File: src/rtl/bcd_scan_counter.sv
// bcd_scan_counter
// Multi-digit BCD event counter with time-multiplexed digit scanning for a
// shared BCD-to-7-segment decoder. Each scan slot presents one digit on
// W,X,Y,Z and pulls one active-low digit-select line.
//
// Optional feature macro: LEADING_BLANK_EN
//   defined   -> leading zero digits (other than digit 0) output 4'b1111 so the
//                decoder blanks them
//   undefined -> every digit always shows its BCD value
module bcd_scan_counter #(
    parameter int DIGITS   = 4,
    parameter int SCAN_DIV = 1000
) (
    input  logic              clk,
    input  logic              rst_n,
    input  logic              inc,
    input  logic              clr,
    output logic              W,
    output logic              X,
    output logic              Y,
    output logic              Z,
    output logic [DIGITS-1:0] dig_n,
    output logic              carry
);

    localparam int PRE_W  = (SCAN_DIV > 1) ? $clog2(SCAN_DIV) : 1;
    localparam int SLOT_W = (DIGITS > 1) ? $clog2(DIGITS) : 1;

    localparam logic [PRE_W-1:0]  PRE_LAST  = PRE_W'(SCAN_DIV - 1);
    localparam logic [SLOT_W-1:0] SLOT_LAST = SLOT_W'(DIGITS - 1);

    // Counter state
    logic [3:0]        digit_r [DIGITS];
    logic [3:0]        digit_nxt_s [DIGITS];
    logic              ripple_s;
    logic              wrap_s;

    // Scan state
    logic [PRE_W-1:0]  pre_r;
    logic [SLOT_W-1:0] slot_r;

    // Output registers
    logic [3:0]        nib_r;
    logic [DIGITS-1:0] dig_n_r;
    logic              carry_r;

    // Scan-side combinational values (from pre-edge slot and digits)
    logic [3:0]        nib_s;
    logic [DIGITS-1:0] sel_n_s;

`ifdef LEADING_BLANK_EN
    logic [DIGITS-1:0] blank_s;
    logic              hi_zero_s;
`endif

    // Next digit values: inc ripples through 9s in one edge; clr overrides inc.
    always_comb begin
        ripple_s = inc;
        wrap_s   = 1'b0;
        for (int i = 0; i < DIGITS; i++) begin
            digit_nxt_s[i] = digit_r[i];
            if (ripple_s) begin
                if (digit_r[i] >= 4'd9) begin
                    // Values above 9 cannot occur; treat them like 9 so the
                    // digit always re-enters the legal range.
                    digit_nxt_s[i] = 4'd0;
                end else begin
                    digit_nxt_s[i] = digit_r[i] + 4'd1;
                    ripple_s       = 1'b0;
                end
            end else begin
                digit_nxt_s[i] = digit_r[i];
            end
        end
        if (clr) begin
            for (int i = 0; i < DIGITS; i++) begin
                digit_nxt_s[i] = 4'd0;
            end
            wrap_s = 1'b0;
        end else begin
            // Ripple surviving past the top digit means all digits were 9.
            wrap_s = ripple_s;
        end
    end

`ifdef LEADING_BLANK_EN
    // Mark digits that are zero along with every digit above them; digit 0 never blanks.
    always_comb begin
        hi_zero_s = 1'b1;
        blank_s   = '0;
        for (int i = DIGITS - 1; i >= 0; i--) begin
            hi_zero_s  = hi_zero_s & (digit_r[i] == 4'd0);
            blank_s[i] = hi_zero_s & (i != 0);
        end
    end
`endif

    // Select the scanned digit's nibble and its one-cold select pattern.
    always_comb begin
        nib_s   = 4'd0;
        sel_n_s = '1;
        for (int i = 0; i < DIGITS; i++) begin
            if (slot_r == SLOT_W'(i)) begin
`ifdef LEADING_BLANK_EN
                nib_s = blank_s[i] ? 4'b1111 : digit_r[i];
`else
                nib_s = digit_r[i];
`endif
                sel_n_s[i] = 1'b0;
            end else begin
                sel_n_s[i] = 1'b1;
            end
        end
    end

    // Count register and wrap pulse; reset discards any pending inc.
    always_ff @(posedge clk) begin
        if (!rst_n) begin
            for (int i = 0; i < DIGITS; i++) begin
                digit_r[i] <= 4'd0;
            end
            carry_r <= 1'b0;
        end else begin
            for (int i = 0; i < DIGITS; i++) begin
                digit_r[i] <= digit_nxt_s[i];
            end
            carry_r <= wrap_s;
        end
    end

    // Prescaler and scan slot; independent of clr.
    always_ff @(posedge clk) begin
        if (!rst_n) begin
            pre_r  <= '0;
            slot_r <= '0;
        end else if (pre_r == PRE_LAST) begin
            pre_r  <= '0;
            slot_r <= (slot_r == SLOT_LAST) ? '0 : slot_r + SLOT_W'(1);
        end else begin
            pre_r  <= pre_r + PRE_W'(1);
            slot_r <= slot_r;
        end
    end

    // Nibble and digit select load together so the display never ghosts.
    always_ff @(posedge clk) begin
        if (!rst_n) begin
            nib_r   <= 4'd0;
            dig_n_r <= '1;
        end else begin
            nib_r   <= nib_s;
            dig_n_r <= sel_n_s;
        end
    end

    assign W     = nib_r[3];
    assign X     = nib_r[2];
    assign Y     = nib_r[1];
    assign Z     = nib_r[0];
    assign dig_n = dig_n_r;
    assign carry = carry_r;

endmodule

File: config.mk
export PLATFORM = sky130hd
export DESIGN_NAME = bcd_scan_counter
export DESIGN_NICKNAME = d
export VERILOG_FILES = /design/src/rtl/bcd_scan_counter.sv
export SDC_FILE = /design/constraint.sdc
export NUM_CORES = 1
export LEC_CHECK = 0
export ABC_AREA = 1
export CORE_ASPECT_RATIO = 0.7
export CORE_MARGIN = 2
export CORE_UTILIZATION = 50
export DETAILED_ROUTE_END_ITERATION = 8
export PLACE_DENSITY = 0.74
export SLEW_MARGIN = 20
export SYNTH_ARGS = -nofsm -noshare
export SYNTH_HDL_FRONTEND = slang
export SYNTH_SLANG_ARGS = --single-unit
export TNS_END_PERCENT = 5
File: constraint.sdc
create_clock -name clk -period 1.6 [get_ports clk]
set_input_delay 0.32 -clock clk [delete_from_list [all_inputs] [get_ports clk]]
set_output_delay 0.32 -clock clk [all_outputs]
set_load 0.1 [all_outputs]
==> results.json <==
{
  "fin_crit_sh_pct": 88.8,
  "cellPowerDensity_nw_per_um2": 824,
  "grt_use_met1_pct": 25.8,
  "yosysWarnings": 0,
  "antenna_found_initial": 0,
  "core.rowCount": 18,
  "area_growth_pct": 25.1,
  "setup_violations": 0,
  "synth-simple-area-share_pct": 25.6,
  "hold_viol": 0,
  "r2r_start": "digit_r[0][1]",
  "cts_tree": "done",
  "die_height_um": 54.6,
  "placed_cells": 313,
  "clock_latency_ps": 290,
  "fin_crit_ps": 1420,
  "pwr-share-clk_pct": 45.1,
  "synth-seq-cells": 37,
  "reg2reg_setup_slack_ps": 180,
  "initial_core_util_pct": 52.1,
  "overflow": 0,
  "hold_depth": 1,
  "p_sw_mw": 0.409,
  "gp_congestion": 0.860,
  "worstHoldEndpoint": "pre_r[0]",
  "syn_inst": 244,
  "worst_ep_arrival_time_ps": 1620,
  "crit_path_max_fanout": 5,
  "drt_wl_total_um": 3510,
  "ys_types": 24,
  "syn_nets": 265,
  "fp.dieArea_um2": 4170,
  "htree_levels": 2,
  "cp.required_ps": 1800,
  "die_w_um": 76.3,
  "path_class": "flip-flop to flip-flop",
  "dp_hpwl_um": 2730,
  "synth_top_family_by_area": "simple AND/OR/NAND/NOR gates",
  "grt_use_met3_pct": 7.76,
  "synth_adder_area_share_pct": 11.6,
  "min_path_type": "flip-flop to flip-flop",
  "cts_sinks": 37,
  "grt_max_degree": 13,
  "vias": 1535,
  "postCtsHoldBufs": 0,
  "nFillCells": 314,
  "max-clock-path-buffers": 2,
  "rr_worst_depth": 9,
  "wl_per_cell_um": 10.9,
  "pwr-share-seq_pct": 49.8,
  "route.detailed.drc": 0,
  "startpoint_type": "flip-flop",
  "synthMuxAreaShare_pct": 0.547,
  "drv_cap": 0,
  "ant_nets": 0,
  "grt_pass1_vias": 1297,
  "synth-compound-area-share_pct": 11.3,
  "max_clock_freq_ghz": 0.704,
  "syn_area_per_cell_um2": 7.50,
  "cts_root_buf": "clkbuf_8",
  "top_usage_layer": "met2",
  "relSlewSlack_pct": 78.3,
  "switching_share_pct": 21.7,
  "power_leakage_nw": 0.975,
  "fin_worst_skew_ps": 7.62,
  "antennaDiodeCount": 0,
  "cp-end-kind": "flip-flop",
  "internal_power_mw": 1.48,
  "combPwrFrac_pct": 5.1,
  "grt_setup_unrepaired": "no",
  "dr.pass1.iters": 4,
  "worstMarginPinSlew_ps": 323,
  "vias_per_cell": 4.78,
  "layout_common_cells": "nand2_1 (49), dfxtp_1 (36), inv_1 (35)",
  "cts_made_buffers": 5,
  "final_common_cell": "nand2_1",
  "grt_use_met2_pct": 28.3,
  "slew_viol_final": 0,
  "instances_no_fill": 321,
  "grt_pass1_wl_um": 5960,
  "nNetsFinal": 291,
  "worstHoldStart": "pre_r[0]",
  "vdd_drop_max_mv": 0.474,
  "grt_use_total_pct": 19.1,
  "clkSlewWorstSetupHoldPaths_ps": 80,
  "io_pins": 13,
  "port_buffers": 12,
  "drive_above_1_share_pct": 13.7,
  "coreArea_um2": 3510,
  "timing.rr.end": "digit_r[2][3]",
  "outcome": "finished clean",
  "synth.yosys.seq_area_share_pct": 40.5,
  "drt_iter0_drc": 82,
  "synthXorXnorAreaFrac_pct": 1.92,
  "final.setup.tns_ps": 0,
  "synth_area_um2": 1830
}
## critical path: stages, from the launching register on
cell	delay, ps
dfxtp_1	390
inv_1	100
ha_1	180
nor2_1	100
nand2_2	90
nand2_4	100
nor2_4	60
buf_4	140
a21oi_1	110
nor2_1	50
## stage by stage
| stage | power (mW) | setup WS (ps) | hold slack, ps | area [um2] | utilization (%) |
|---|---|---|---|---|---|
| finish | 1.89 | 179 | 457 | 2290 | 65.1 |
| floorplan | 1.01 | 305 | 418 | 1830 | - |
| detailed placement | 1.06 | 25.4 | 444 | 2170 | 61.7 |
| CTS | 1.91 | 166 | 462 | 2290 | 65.1 |
| global route | 1.96 | 29.5 | 504 | 2290 | 65.1 |
| global placement | 1.05 | 32.6 | 442 | 2170 | 61.7 |
## worst max-delay path by stage
stage / end / slack, ps / start / cells past startpoint
global placement: digit_r[3][2] / 30 / inc / 9
finish: digit_r[2][3] / 180 / digit_r[0][1] / 9
global route: digit_r[3][2] / 30 / digit_r[0][0] / 10
detailed placement: digit_r[2][1] / 30 / rst_n / 6
floorplan: digit_r[3][2] / 300 / digit_r[1][0] / 9
CTS: digit_r[2][0] / 170 / digit_r[2][1] / 9
## registers in the layout, summed over array words and instances (netlist names)
name / flops
digit_r: 16
pre_r: 10
dig_n: 4
nib_r: 4
slot_r: 2
carry: 1
## metal layers
| metal | vias to the layer above | wire, um |
|---|---|---|
| li1 | 831 | - |
| met1 | 663 | 1910 |
| met2 | 36 | 1380 |
| met3 | 5 | 188 |
| met4 | 0 | 34 |
| met5 | - | 0 |
## synth_stat cells
library cell	n	area, um2
a21oi_1	18	90.1
a31oi_1	1	6.26
buf_6	1	11.3
clkbuf_1	1	3.75
clkinv_2	1	5.00
dfxtp_1	37	741
ha_1	17	213
inv_1	35	131
inv_2	1	3.75
mux2i_1	1	10.0
nand2_1	49	184
nand2_2	3	18.8
nand2_4	1	11.3
nand3_1	12	60.1
nand3_2	1	10.0
nand4_1	4	25.0
nor2_1	27	101
nor2_2	2	12.5
nor2_4	1	11.3
nor3_1	7	35.0
o211ai_1	4	30.0
o21ai_0	15	75.1
o21ai_1	1	5.00
xor2_1	4	35.0
## final cells by class
type / count / area [um2] / share of cell area (%)
timing repair buffer: 21 / 290 / 12.7
sequential: 37 / 742 / 32.4
tap: 50 / 62.6 / 2.73
clock buffer: 6 / 82.6 / 3.61
clock inverter: 2 / 37.5 / 1.64
inverter: 37 / 140 / 6.12
multi-input combinational: 168 / 933 / 40.8
## power groups by stage
| stage | combinational [mW] | clock [mW] | sequential, mW |
|---|---|---|---|
| 6_report | 0.0966 | 0.851 | 0.938 |
| 3_3_place_gp | 0.0949 | 0 | 0.960 |
| 4_1_cts | 0.0969 | 0.876 | 0.938 |
| 3_5_place_dp | 0.0967 | 0 | 0.960 |
| 2_1_floorplan | 0.0398 | 0 | 0.975 |
| 5_1_grt | 0.106 | 0.916 | 0.940 |
## logic make-up (layout without fill, tap and decap cells)
family	count (synthesis)	after routing
xor gates and xnor gates	4	4
buffers and inverters	39	66
muxes	1	1
and+or+nand+nor	107	107
DFF	37	37
AOI/OAI and AO/OA	39	39
adders and majority gates	17	17
## what timing repair did
item | CTS | global route
gates resized for setup | 0 | 1
setup endpoints to repair | 0 | 1
setup buffers | 0 | 0
Note: power is estimated with default switching activity, not from simulation.
